--- src/rtl/pong_pkg.sv ---
//==============================================================================
// Module  : pong_pkg
// Brief   : Shared types and constants for the pong game sequencer.
// Revision: 1.0 - initial release
//==============================================================================
`default_nettype none

package pong_pkg;

  localparam int SCORE_W = 4;

  localparam logic DIR_LEFT  = 1'b0;
  localparam logic DIR_RIGHT = 1'b1;

  typedef enum logic [2:0] {
    ST_IDLE  = 3'd0,
    ST_SERVE = 3'd1,
    ST_PLAY  = 3'd2,
    ST_POINT = 3'd3,
    ST_OVER  = 3'd4
  } game_state_t;

endpackage : pong_pkg

`default_nettype wire

--- src/rtl/frame_timer.sv ---
//==============================================================================
// Module  : frame_timer
// Brief   : 8-bit frame down-counter; flags expiry when a tick lands on count 1.
// Revision: 1.0 - initial release
//==============================================================================
`default_nettype none

module frame_timer (
  input  logic       clk_i,
  input  logic       reset_i,
  input  logic       load_i,
  input  logic [7:0] load_val_i,
  input  logic       tick_i,
  output logic       expire_o
);

  logic [7:0] count_q;

  always_ff @(posedge clk_i) begin
    if (reset_i) begin
      count_q <= 8'd0;
    end else if (load_i) begin
      count_q <= load_val_i;
    end else if (tick_i && (count_q != 8'd0)) begin
      count_q <= count_q - 8'd1;
    end
  end

  assign expire_o = tick_i && (count_q == 8'd1);

endmodule : frame_timer

`default_nettype wire

--- src/rtl/pong_game_ctrl.sv ---
//==============================================================================
// Module  : pong_game_ctrl
// Brief   : Match sequencer: serve/play/point/over FSM, scores, mover gating.
//           Optional ball speed-up on hit count when PONG_SPEEDUP_EN is defined.
// Revision: 1.0 - initial release
//==============================================================================
`default_nettype none

module pong_game_ctrl
  import pong_pkg::*;
#(
  parameter int unsigned SERVE_FRAMES = 60,
  parameter int unsigned POINT_FRAMES = 90,
  parameter int unsigned WIN_SCORE    = 7
) (
  input  logic               clk_i,
  input  logic               reset_i,
  input  logic               frame_tick_i,
  input  logic               start_i,
  input  logic               hit_i,
  input  logic               miss_left_i,
  input  logic               miss_right_i,
  output logic               ball_en_o,
  output logic               ball_load_o,
  output logic               serve_dir_o,
  output logic               paddle_en_o,
  output logic [SCORE_W-1:0] score_left_o,
  output logic [SCORE_W-1:0] score_right_o,
  output logic [2:0]         game_state_o,
  output logic               game_over_o,
  output logic               winner_o,
  output logic [1:0]         speed_level_o
);

  localparam logic [SCORE_W-1:0] WIN_VAL   = SCORE_W'(WIN_SCORE);
  localparam logic [7:0]         SERVE_VAL = 8'(SERVE_FRAMES);
  localparam logic [7:0]         POINT_VAL = 8'(POINT_FRAMES);

  game_state_t        state_q;
  logic               start_q;
  logic               ball_en_q, paddle_en_q, ball_load_q, serve_dir_q;
  logic               game_over_q, winner_q;
  logic [SCORE_W-1:0] score_left_q, score_right_q;
  logic [SCORE_W-1:0] score_left_d, score_right_d;

  logic       start_edge, miss_any, left_wins, right_wins, point_win;
  logic       timer_load, timer_tick, timer_expire;
  logic [7:0] timer_val;

  assign start_edge    = start_i & ~start_q;
  assign miss_any      = miss_left_i | miss_right_i;
  assign score_left_d  = score_left_q + SCORE_W'(1);
  assign score_right_d = score_right_q + SCORE_W'(1);
  // A simultaneous double miss scores nobody, so it can never end the match.
  assign left_wins     = miss_right_i & ~miss_left_i & (score_left_d == WIN_VAL);
  assign right_wins    = miss_left_i & ~miss_right_i & (score_right_d == WIN_VAL);
  assign point_win     = left_wins | right_wins;
  assign timer_tick    = frame_tick_i & ((state_q == ST_SERVE) | (state_q == ST_POINT));

  always_comb begin
    timer_load = 1'b0;
    timer_val  = SERVE_VAL;
    case (state_q)
      ST_IDLE, ST_OVER: timer_load = start_edge;
      ST_PLAY: begin
        timer_load = miss_any & ~point_win;
        timer_val  = POINT_VAL;
      end
      ST_POINT: timer_load = timer_expire;
      default: timer_load = 1'b0;
    endcase
  end

  frame_timer u_frame_timer (
    .clk_i      (clk_i),
    .reset_i    (reset_i),
    .load_i     (timer_load),
    .load_val_i (timer_val),
    .tick_i     (timer_tick),
    .expire_o   (timer_expire)
  );

  always_ff @(posedge clk_i) begin
    if (reset_i) begin
      state_q       <= ST_IDLE;
      start_q       <= 1'b1;
      ball_en_q     <= 1'b0;
      paddle_en_q   <= 1'b0;
      ball_load_q   <= 1'b0;
      serve_dir_q   <= DIR_RIGHT;
      score_left_q  <= '0;
      score_right_q <= '0;
      game_over_q   <= 1'b0;
      winner_q      <= 1'b0;
    end else begin
      start_q     <= start_i;
      ball_load_q <= 1'b0;
      case (state_q)
        ST_IDLE, ST_OVER: begin
          if (start_edge) begin
            state_q       <= ST_SERVE;
            score_left_q  <= '0;
            score_right_q <= '0;
            serve_dir_q   <= DIR_RIGHT;
            winner_q      <= 1'b0;
            game_over_q   <= 1'b0;
            paddle_en_q   <= 1'b1;
            ball_en_q     <= 1'b0;
            ball_load_q   <= 1'b1;
          end
        end
        ST_SERVE: begin
          if (timer_expire) begin
            state_q   <= ST_PLAY;
            ball_en_q <= 1'b1;
          end
        end
        ST_PLAY: begin
          if (miss_any) begin
            ball_en_q   <= 1'b0;
            paddle_en_q <= 1'b0;
            if (miss_left_i && !miss_right_i) begin
              score_right_q <= score_right_d;
              serve_dir_q   <= DIR_LEFT;
            end
            if (miss_right_i && !miss_left_i) begin
              score_left_q <= score_left_d;
              serve_dir_q  <= DIR_RIGHT;
            end
            if (point_win) begin
              state_q     <= ST_OVER;
              game_over_q <= 1'b1;
              winner_q    <= right_wins;
            end else begin
              state_q <= ST_POINT;
            end
          end
        end
        ST_POINT: begin
          if (timer_expire) begin
            state_q     <= ST_SERVE;
            paddle_en_q <= 1'b1;
            ball_load_q <= 1'b1;
          end
        end
        default: begin
          state_q     <= ST_IDLE;
          ball_en_q   <= 1'b0;
          paddle_en_q <= 1'b0;
          game_over_q <= 1'b0;
        end
      endcase
    end
  end

`ifdef PONG_SPEEDUP_EN
  logic [1:0] hit_cnt_q, speed_q;

  always_ff @(posedge clk_i) begin
    if (reset_i || ball_load_q) begin
      hit_cnt_q <= 2'd0;
      speed_q   <= 2'd0;
    end else if (hit_i && (state_q == ST_PLAY)) begin
      hit_cnt_q <= hit_cnt_q + 2'd1;
      if ((hit_cnt_q == 2'd3) && (speed_q != 2'd3)) begin
        speed_q <= speed_q + 2'd1;
      end
    end
  end

  assign speed_level_o = speed_q;
`else
  logic unused_hit;
  assign unused_hit    = hit_i;
  assign speed_level_o = 2'd0;
`endif

  assign ball_en_o     = ball_en_q;
  assign ball_load_o   = ball_load_q;
  assign serve_dir_o   = serve_dir_q;
  assign paddle_en_o   = paddle_en_q;
  assign score_left_o  = score_left_q;
  assign score_right_o = score_right_q;
  assign game_state_o  = state_q;
  assign game_over_o   = game_over_q;
  assign winner_o      = winner_q;

endmodule : pong_game_ctrl

`default_nettype wire

--- config.mk ---
export PLATFORM = sky130hd
export DESIGN_NAME = pong_game_ctrl
export DESIGN_NICKNAME = d
export VERILOG_FILES = /design/src/rtl/pong_pkg.sv /design/src/rtl/frame_timer.sv /design/src/rtl/pong_game_ctrl.sv
export SDC_FILE = /design/constraint.sdc
export NUM_CORES = 1
export LEC_CHECK = 0
export ABC_CLOCK_PERIOD_IN_PS = 2800
export BUFFER_PORTS_ARGS = -buffer_cell sky130_fd_sc_hd__buf_4
export CAP_MARGIN = 20
export CORE_AREA = 2 2 56 58
export DETAILED_ROUTE_END_ITERATION = 12
export DIE_AREA = 0 0 58 60
export GPL_ROUTABILITY_DRIVEN = 0
export PLACE_DENSITY = 0.79
export SYNTH_ARGS = -nofsm -noshare
export SYNTH_HDL_FRONTEND = slang
export SYNTH_SLANG_ARGS = --single-unit
--- constraint.sdc ---
create_clock -name clk_i -period 2.8 [get_ports clk_i]
set_clock_uncertainty 0.2 [all_clocks]
set_input_delay 0.84 -clock clk_i [delete_from_list [all_inputs] [get_ports clk_i]]
set_output_delay 0.84 -clock clk_i [all_outputs]
set_load 0.05 [all_outputs]
==> flow_metrics.py, run 1 <==
metrics = {
    "clock_tree": {
        "cts_root_buffer": "clkbuf_4",
        "cts_inserted_buffers": 3,
        "cts_setup_buffers": 0,
        "cts.repair.resized": 0,
        "path_clk_slew_ns": 0.14,
        "clkLatencyLatePin_ns": 0.32,
        "cts.path.max_buffers": 2,
        "postCtsHoldBufs": 0,
        "cts_tree": "yes",
        "cts_max_level": 1,
        "clkSinkCount": 26,
    },
    "detailed_routing": {
        "first_iter_violations": 63,
        "ant_nets": 0,
        "vias": 1329,
        "dr.pass1.iters": 4,
        "top_layer_used": "met4",
        "drt-total-wl_mm": 3.203,
        "vias_per_cell": 5.778,
        "wl_met1_mm": 1.372,
        "met3_length_um": 101,
        "wire_per_inst_um": 13.93,
        "drc": 0,
        "routed-wl-met2_mm": 1.686,
    },
    "worst_setup_path": {
        "reg2reg_from": "score_right_o[0]",
        "start_kind": "input pin",
        "rr_worst_depth": 6,
        "rrSetupSlack_ns": 0.65,
        "worstSetupPathType": "input pin to register",
        "timing.rr.end": "winner_o",
        "worst_ep_arrival_time_ns": 2.22,
        "end_kind": "register",
        "critPathMaxFanout": 8,
        "required_ns": 2.81,
    },
    "power": {
        "p_leak_nw": 0.6868,
        "pwr-share-seq_pct": 60.9,
        "power.switching_uw": 174.2,
        "ir_drop_uv": 224.1,
        "switching_share_pct": 27.29,
        "cellPowerDensity_nw_per_um2": 370.7,
        "finalPower_uw": 638.2,
        "intPower_uw": 464.0,
        "power_frac_comb_pct": 14.5,
        "power.share.clock_pct": 24.5,
    },
    "sta": {
        "setup_viol": 0,
        "hold_viol_final": 0,
        "final_max_slew_viol_count": 0,
        "finalSetupTns_ns": 0,
        "slew_headroom_pct": 55.79,
        "setup_ws_ns": 0.5896,
        "tightest_slew_ns": 0.6540,
        "rsz0062_at_grt": "false",
        "period_share_pct": 78.94,
        "min_period_ns": 2.210,
        "timing.fmax_ghz": 0.4524,
    },
    "die": {
        "die-area_um2": 3480,
        "rows": 20,
        "core-area_um2": 2903,
        "die_w_um": 58,
        "start_util_pct": 52.63,
        "die_y_um": 60,
        "io_pins": 26,
    },
    "hold_path": {
        "hold_path_depth": 2,
        "holdPathEnd": "paddle_en_o",
        "min_from": "paddle_en_o",
        "hold_class": "register to register",
    },
    "placed_design": {
        "post-place-ws_ns": 0.2448,
        "io_buffers": 22,
        "placed_cells": 227,
        "hpwlAfterDp_mm": 2.455,
    },
    "layout": {
        "layout.nets": 216,
        "num-fill-cells": 276,
        "area_delta_synth_final_pct": 12.69,
        "fin_cells": 230,
        "final_core_util_pct": 59.31,
        "antennaDiodeCount": 0,
        "final_layout_size_suffix_gt1_share_pct": 19.80,
    },
    "logic_synthesis": {
        "syn_avg_cell_area_um2": 8.583,
        "synth_top_area_share_pct": 34.07,
        "synthFlopType": "dfxtp_1",
        "yosys-top-cells-count": "26 x dfxtp_1, 20 x a21oi_1, 18 x nor2_1, 11 x nand2_1",
        "async_flop_share_pct": 0,
        "yosysWarningCount": 0,
        "synth_edf_count": 0,
        "yosysMostFrequentCell": "dfxtp_1",
        "syn_inst": 178,
        "ys_seq_area_share_pct": 34.07,
        "syn_area_um2": 1528,
        "synth_seq_cells": 26,
        "synth_cell_types": 52,
        "synth.area.top_cells": "dfxtp_1 34%, ha_1 8.2%, a21oi_1 6.6%",
        "yosys.area.top_type": "dfxtp_1",
    },
    "global_route": {
        "first_global_vias": 1326,
        "grt_pass1_wl_mm": 5.651,
        "grt_overflow": 0,
        "grt_max_degree": 27,
        "grt_usage_pct": 20.87,
        "grt_antenna_before_repair": 0,
    },
    "status": {
        "status": "completed",
    },
    "job": {
        "max_cap_viol_count": 0,
    },
}
-- kinds of logic after synthesis --
family                     Yosys count  synth area share, %
xor gates and xnor gates             8                4.587
adders and majority gates           10                8.190
buffers and inverters               18                5.487
AOI/OAI and AO/OA                   47                20.80
muxes                                2                1.392
other                                1               0.2455
DFF                                 26                34.07
and+or+nand+nor                     66                25.23
-- placed cells by master, fill, tap and decap left out, types with 2 or more instances in the layout --
cell type	Yosys	layout
nand3_1	3	3
a211oi_1	3	3
ha_1	10	10
dfxtp_1	26	26
nor3b_1	2	2
clkbuf_4	0	3
nor3b_2	2	2
nor3_1	6	6
o221ai_1	2	2
a21oi_1	20	20
or2_2	2	2
and3_1	2	2
buf_4	2	23
o21a_1	2	2
xor2_1	6	6
nand2b_1	3	3
nor2_1	18	18
nand2_1	11	11
nand3b_1	3	3
a21o_1	3	3
nor4_1	3	3
xnor2_1	2	2
o21ai_0	3	3
conb_1	1	2
a31oi_1	3	3
inv_1	10	10
-- power groups by stage --
| stage | registers (mW) | clock network (mW) | logic (mW) |
|---|---|---|---|
| after floorplan | 0.401 | 0 | 0.0659 |
| after global placement | 0.396 | 0 | 0.0899 |
| after detailed placement | 0.397 | 0 | 0.0926 |
| after CTS | 0.389 | 0.165 | 0.0928 |
| after global routing | 0.390 | 0.180 | 0.101 |
| final | 0.389 | 0.156 | 0.0928 |
-- how the worst max path moves through the flow --
| stage | startpoint | to | slack, ns | cells past startpoint |
|---|---|---|---|---|
| finish | miss_left_i | score_left_o[3] | 0.59 | 8 |
| global route | miss_left_i | score_right_o[2] | 0.44 | 7 |
| CTS | miss_left_i | score_left_o[3] | 0.60 | 8 |
| detailed placement | miss_left_i | score_left_o[3] | 0.24 | 8 |
| global placement | miss_left_i | score_left_o[3] | 0.30 | 8 |
| floorplan | miss_left_i | u_frame_timer.count_q[7] | 0.53 | 7 |
-- stage by stage --
step / hold WS (ns) / area [um^2]
3_3_place_gp: 0.2377 / 1699
2_1_floorplan: 0.3392 / 1531
6_report: 0.2838 / 1722
3_5_place_dp: 0.2616 / 1699
4_1_cts: 0.2845 / 1722
5_1_grt: 0.3209 / 1722
-- final cells by class --
| cell class | count | area (um^2) | area share, % |
|---|---|---|---|
| multi-input combinational | 135 | 927.1 | 53.85 |
| inverter | 10 | 37.54 | 2.180 |
| timing repair buffer | 23 | 172.7 | 10.03 |
| tap | 33 | 41.29 | 2.398 |
| sequential | 26 | 520.5 | 30.23 |
| clock buffer | 3 | 22.52 | 1.308 |
-- worst max-delay path, stage by stage --
cell and delay (ns):
buf_4 0.09, inv_1 0.05, ha_1 0.24, nor3b_2 0.24, o221ai_1 0.34, a21o_1 0.25, a21oi_1 0.13, nor2_1 0.05
-- routing by layer --
| metal | vias up | global-route usage (%) |
|---|---|---|
| li1 | 679 | - |
| met4 | 0 | 8.970 |
| met5 | - | 0 |
| met2 | 25 | 37.99 |
| met1 | 620 | 24.17 |
| met3 | 5 | 3.247 |
-- state kept, by name (all words and copies together) (netlist names) --
| signal | cells |
|---|---|
| u_frame_timer.count_q | 8 |
| score_left_o | 4 |
| score_right_o | 4 |
| game_state_o | 3 |
| ball_en_o | 1 |
| ball_load_o | 1 |
| game_over_o | 1 |
| paddle_en_o | 1 |
| serve_dir_o | 1 |
| start_q | 1 |
| winner_o | 1 |
Power figures use the tool's default switching activity.
==> run 2: changes to the inputs <==
- ABC_CLOCK_PERIOD_IN_PS: 2800 -> 2300
- clock period: 2.8 -> 2.3 ns (I/O delays scaled with it)
==> run 2 against run 1 <==
Compared with the run above:
- combinational power is 26% higher
- total power rose by 30%
- critical path depth shrank 7
- global-route usage fell by 1.8 points
- critical path type is now register to output pin
- worst setup slack worse by 0.35 ns
- flip-flop and latch count is the same
- register-to-register slack worse by 0.39 ns
==> flow_metrics.py, run 2 (same netlist as run 1, synthesis figures left out) <==
metrics = {
    "status": {
        "status": "completed",
    },
    "clock_tree": {
        "postCtsHoldBufs": 0,
        "cts_max_level": 1,
        "cts.repair.resized": 0,
        "cts_tree": "yes",
        "cts_setup_buffers": 0,
        "clkSinkCount": 26,
        "cts_inserted_buffers": 3,
        "path_clk_slew_ns": 0.15,
        "cts.path.max_buffers": 2,
        "clkLatencyLatePin_ns": 0.33,
        "cts_root_buffer": "clkbuf_4",
    },
    "global_route": {
        "grt_pass1_wl_mm": 5.154,
        "grt_antenna_before_repair": 0,
        "grt_usage_pct": 19.11,
        "grt_overflow": 0,
        "grt_max_degree": 27,
        "first_global_vias": 1209,
    },
    "worst_setup_path": {
        "worst_ep_arrival_time_ns": 1.17,
        "required_ns": 1.41,
        "path_buf_inv": 1,
        "worstSetupPathType": "register to output pin",
        "rrSetupSlack_ns": 0.26,
        "end_kind": "output pin",
        "reg2reg_from": "u_frame_timer.count_q[2]",
        "crit_family": "flip-flops",
        "crit_path_cell_trace": "buf_4",
        "timing.rr.end": "u_frame_timer.count_q[7]",
        "cp_num_cells": 1,
        "rr_worst_depth": 5,
        "slowest_stage": "dfxtp_1",
        "start_kind": "register",
        "critPathMaxFanout": 12,
        "cpPeakStageDelay_ns": 0.57,
    },
    "detailed_routing": {
        "drc": 0,
        "vias_per_cell": 5.730,
        "ant_nets": 0,
        "drt-total-wl_mm": 3.137,
        "first_iter_violations": 62,
        "dr.pass1.iters": 4,
        "wire_per_inst_um": 13.24,
        "vias": 1358,
    },
    "hold_path": {
        "holdPathEnd": "paddle_en_o",
        "min_from": "paddle_en_o",
        "hold_class": "register to register",
        "hold_path_depth": 2,
    },
    "power": {
        "p_leak_nw": 0.7207,
        "ir_drop_uv": 305.0,
        "cellPowerDensity_nw_per_um2": 464.5,
        "finalPower_uw": 827.0,
    },
    "layout": {
        "layout.nets": 222,
        "layout_common_cells": "29 x buf_4, 26 x dfxtp_1, 20 x a21oi_1",
        "top_register": "u_frame_timer.count_q",
        "final_layout_size_suffix_gt1_share_pct": 22.55,
        "fin_area_um2": 1780,
        "area_delta_synth_final_pct": 16.54,
        "largest_register_ffs": 8,
        "final_common_cell": "buf_4",
        "antennaDiodeCount": 0,
    },
    "sta": {
        "timing.fmax_ghz": 0.4847,
        "finalSetupTns_ns": 0,
        "period_share_pct": 89.71,
        "setup_viol": 0,
        "min_period_ns": 2.063,
        "hold_viol_final": 0,
        "setup_ws_ns": 0.2367,
        "final_max_slew_viol_count": 0,
        "rsz0062_at_grt": "false",
    },
    "die": {
        "core-area_um2": 2903,
        "rows": 20,
        "start_util_pct": 52.63,
        "die-area_um2": 3480,
        "die_y_um": 60,
        "io_pins": 26,
        "die_w_um": 58,
    },
    "placed_design": {
        "place_area_um2": 1744,
        "post-place-ws_ns": 0.01353,
        "io_buffers": 22,
        "hpwlAfterDp_mm": 2.379,
    },
    "job": {
        "max_cap_viol_count": 0,
    },
}
## run 2: layout make-up
class / count / area, um^2
Multi-Input combinational cell: 135 / 927.1
Timing Repair Buffer: 29 / 217.7
Tap cell: 33 / 41.29
Inverter: 10 / 37.54
Clock buffer: 4 / 36.28
Fill cell: 257 / 1122
Sequential cell: 26 / 520.5
## run 2: through the flow
stage	instances	util, %	hold slack [ns]
2_1_floorplan	179	-	0.3392
3_3_place_gp	233	60.09	0.2384
3_5_place_dp	233	60.09	0.2524
4_1_cts	237	61.34	0.2741
5_1_grt	237	61.34	0.2982
6_report	237	61.34	0.2697
## run 2: how the worst max path moves through the flow
stage	start	endpoint	slack (ns)
final	game_state_o[2]	game_state_o[2]	0.24
after global routing	score_right_o[0]	u_frame_timer.count_q[0]	0.13
after CTS	game_state_o[2]	game_state_o[2]	0.22
after detailed placement	miss_left_i	score_right_o[2]	0.01
after global placement	miss_left_i	u_frame_timer.count_q[0]	0.05
after floorplan	score_right_o[0]	winner_o	0.08
## run 2: power breakdown
part           switching [mW]  leakage (nW)  internal, mW
clock                   0.140        0.0210        0.0969
sequential             0.0136         0.211         0.460
combinational          0.0691         0.489        0.0475
## run 2: routing by layer
layer,track usage [%],wire length (um)
met2,35.06,1576
met1,22.37,1425
met5,0,0
met3,3.247,106
met4,6.645,29
==> run 3: changes to the inputs <==
- BUFFER_PORTS_ARGS: -buffer_cell sky130_fd_sc_hd__buf_4 -> not set
- DONT_BUFFER_PORTS: not set -> 1
- PLACE_DENSITY: 0.79 -> 0.72
- RECOVER_POWER: not set -> 100
==> run 3 against run 2 <==
Compared with the run above:
- first-iteration DRC count rose by 6.5%
- largest power group unchanged
- final cell count fell by 5.5%
- sequential share of layout area rose by 2.6 points
- clock-buffer cell count did not move
- highest routed layer unchanged
==> flow_metrics.py, run 3 (same netlist as run 1, synthesis figures left out) <==
metrics = {
    "global_route": {
        "top_usage_layer": "met2",
        "grt_util_met3_pct": 3.247,
        "first_global_vias": 1248,
        "grt_overflow": 0,
        "use_met1_pct": 24.67,
        "grt_max_degree": 27,
        "grt_usage_pct": 19.48,
        "gr-usage-met2_pct": 32.79,
        "grt_antenna_before_repair": 0,
        "grt_pass1_wl_mm": 5.306,
    },
    "power": {
        "cellPowerDensity_nw_per_um2": 490.1,
        "p_leak_nw": 0.6337,
        "ir_drop_uv": 316.3,
    },
    "detailed_routing": {
        "wire_per_inst_um": 13.78,
        "ant_nets": 0,
        "first_iter_violations": 66,
        "vias": 1286,
        "drc": 0,
        "dr.pass1.iters": 4,
        "vias_per_cell": 5.741,
        "drt-total-wl_mm": 3.086,
    },
    "worst_setup_path": {
        "worst_ep_arrival_time_ns": 1.21,
        "cpPeakStageDelay_ns": 0.55,
        "reg2reg_from": "u_frame_timer.count_q[2]",
        "path_buf_inv": 1,
        "required_ns": 1.41,
        "timing.rr.end": "u_frame_timer.count_q[7]",
        "worstSetupPathType": "register to output pin",
        "crit_path_cell_trace": "clkbuf_2",
        "slowest_stage": "dfxtp_1",
        "rrSetupSlack_ns": 0.21,
        "crit_family": "flip-flops",
        "critPathMaxFanout": 9,
        "start_kind": "register",
        "rr_worst_depth": 5,
        "end_kind": "output pin",
    },
    "sta": {
        "period_share_pct": 91.47,
        "min_period_ns": 2.104,
        "finalSetupTns_ns": 0,
        "holdWs_ns": 0.2046,
        "slew_headroom_pct": 60.19,
        "timing.fmax_ghz": 0.4754,
        "hold_viol_final": 0,
        "setup_viol": 0,
        "tightest_slew_ns": 0.5972,
        "final_max_slew_viol_count": 0,
        "rsz0062_at_grt": "false",
    },
    "layout": {
        "final_layout_size_suffix_gt1_share_pct": 14.66,
        "area_delta_synth_final_pct": 6.880,
        "final_common_cell": "dfxtp_1",
        "antennaDiodeCount": 0,
        "num-fill-cells": 280,
        "largest_register_ffs": 8,
        "layout.nets": 209,
        "top_register": "u_frame_timer.count_q",
        "layout_common_cells": "26 x dfxtp_1, 20 x a21oi_1, 18 x nor2_1",
    },
    "hold_path": {
        "hold_path_depth": 1,
        "min_from": "reset_i",
        "holdPathEnd": "game_state_o[0]",
        "hold_class": "input pin to register",
    },
    "status": {
        "status": "completed",
    },
    "clock_tree": {
        "cts_setup_buffers": 0,
        "cts_inserted_buffers": 3,
        "cts_root_buffer": "clkbuf_4",
        "postCtsHoldBufs": 0,
        "clkLatencyLatePin_ns": 0.32,
        "clkSinkCount": 26,
        "cts.path.max_buffers": 2,
        "path_clk_slew_ns": 0.14,
        "cts.repair.resized": 0,
        "cts_max_level": 1,
        "cts_tree": "yes",
    },
    "die": {
        "start_util_pct": 52.63,
        "rows": 20,
        "die_w_um": 58,
        "die-area_um2": 3480,
        "core-area_um2": 2903,
        "die_y_um": 60,
        "io_pins": 26,
    },
    "placed_design": {
        "io_buffers": 0,
        "hpwlAfterDp_mm": 2.329,
    },
    "job": {
        "max_cap_viol_count": 0,
    },
}
## run 3: cell count changes in the layout (fill, tap and decap cells not counted)
cell,previous run,this run
buf_4,29,2
clkbuf_2,0,11
clkbuf_1,0,3
nand4_1,0,1
nand4_2,1,0
or3_1,1,2
or3_4,1,0
## run 3: routing by layer
metal / wire [um] / vias to the layer above
met4: 41 / 0
met1: 1483 / 601
met5: 0 / -
li1: - / 660
met3: 102 / 4
met2: 1459 / 21
## run 3: worst reg2reg max path: cells and delay by family (launching register included)
kind            cells  cell delay (ns)
compound gates      2             0.76
flops               1             0.40
simple gates        3             0.65
## run 3: worst max path at each step
stage,startpoint,endpoint,slack (ns),cells past startpoint
6_report,game_state_o[0],game_state_o[0],0.20,1
5_1_grt,u_frame_timer.count_q[2],u_frame_timer.count_q[0],0.09,5
4_1_cts,score_right_o[1],u_frame_timer.count_q[7],0.26,7
3_5_place_dp,miss_left_i,score_right_o[3],0.04,7
3_3_place_gp,miss_left_i,score_right_o[3],0.09,7
2_1_floorplan,score_right_o[0],winner_o,0.08,6
## run 3: cell type report
| cell class | instances | area [um^2] | area share (%) |
|---|---|---|---|
| Clock buffer | 4 | 36.28 | 2.222 |
| Inverter | 10 | 37.54 | 2.299 |
| Multi-Input combinational cell | 135 | 915.9 | 56.09 |
| Sequential cell | 26 | 520.5 | 31.88 |
| Tap cell | 33 | 41.29 | 2.529 |
| Timing Repair Buffer | 16 | 81.33 | 4.981 |
## run 3: power by group
part           internal [mW]  switching, mW
Clock                 0.0967          0.134
Combinational         0.0361         0.0541
Sequential             0.460         0.0186
## run 3: metrics by stage
stage	cells	utilization (%)	area, um^2	total power [mW]	setup slack [ns]
after floorplan	179	-	1531	0.5687	0.07613
after global placement	220	56.72	1647	0.5793	0.08553
after detailed placement	220	56.72	1647	0.5818	0.03842
after CTS	224	57.97	1683	0.8096	0.2580
after global routing	224	56.25	1633	0.8373	0.08901
final	224	56.25	1633	0.8002	0.1963
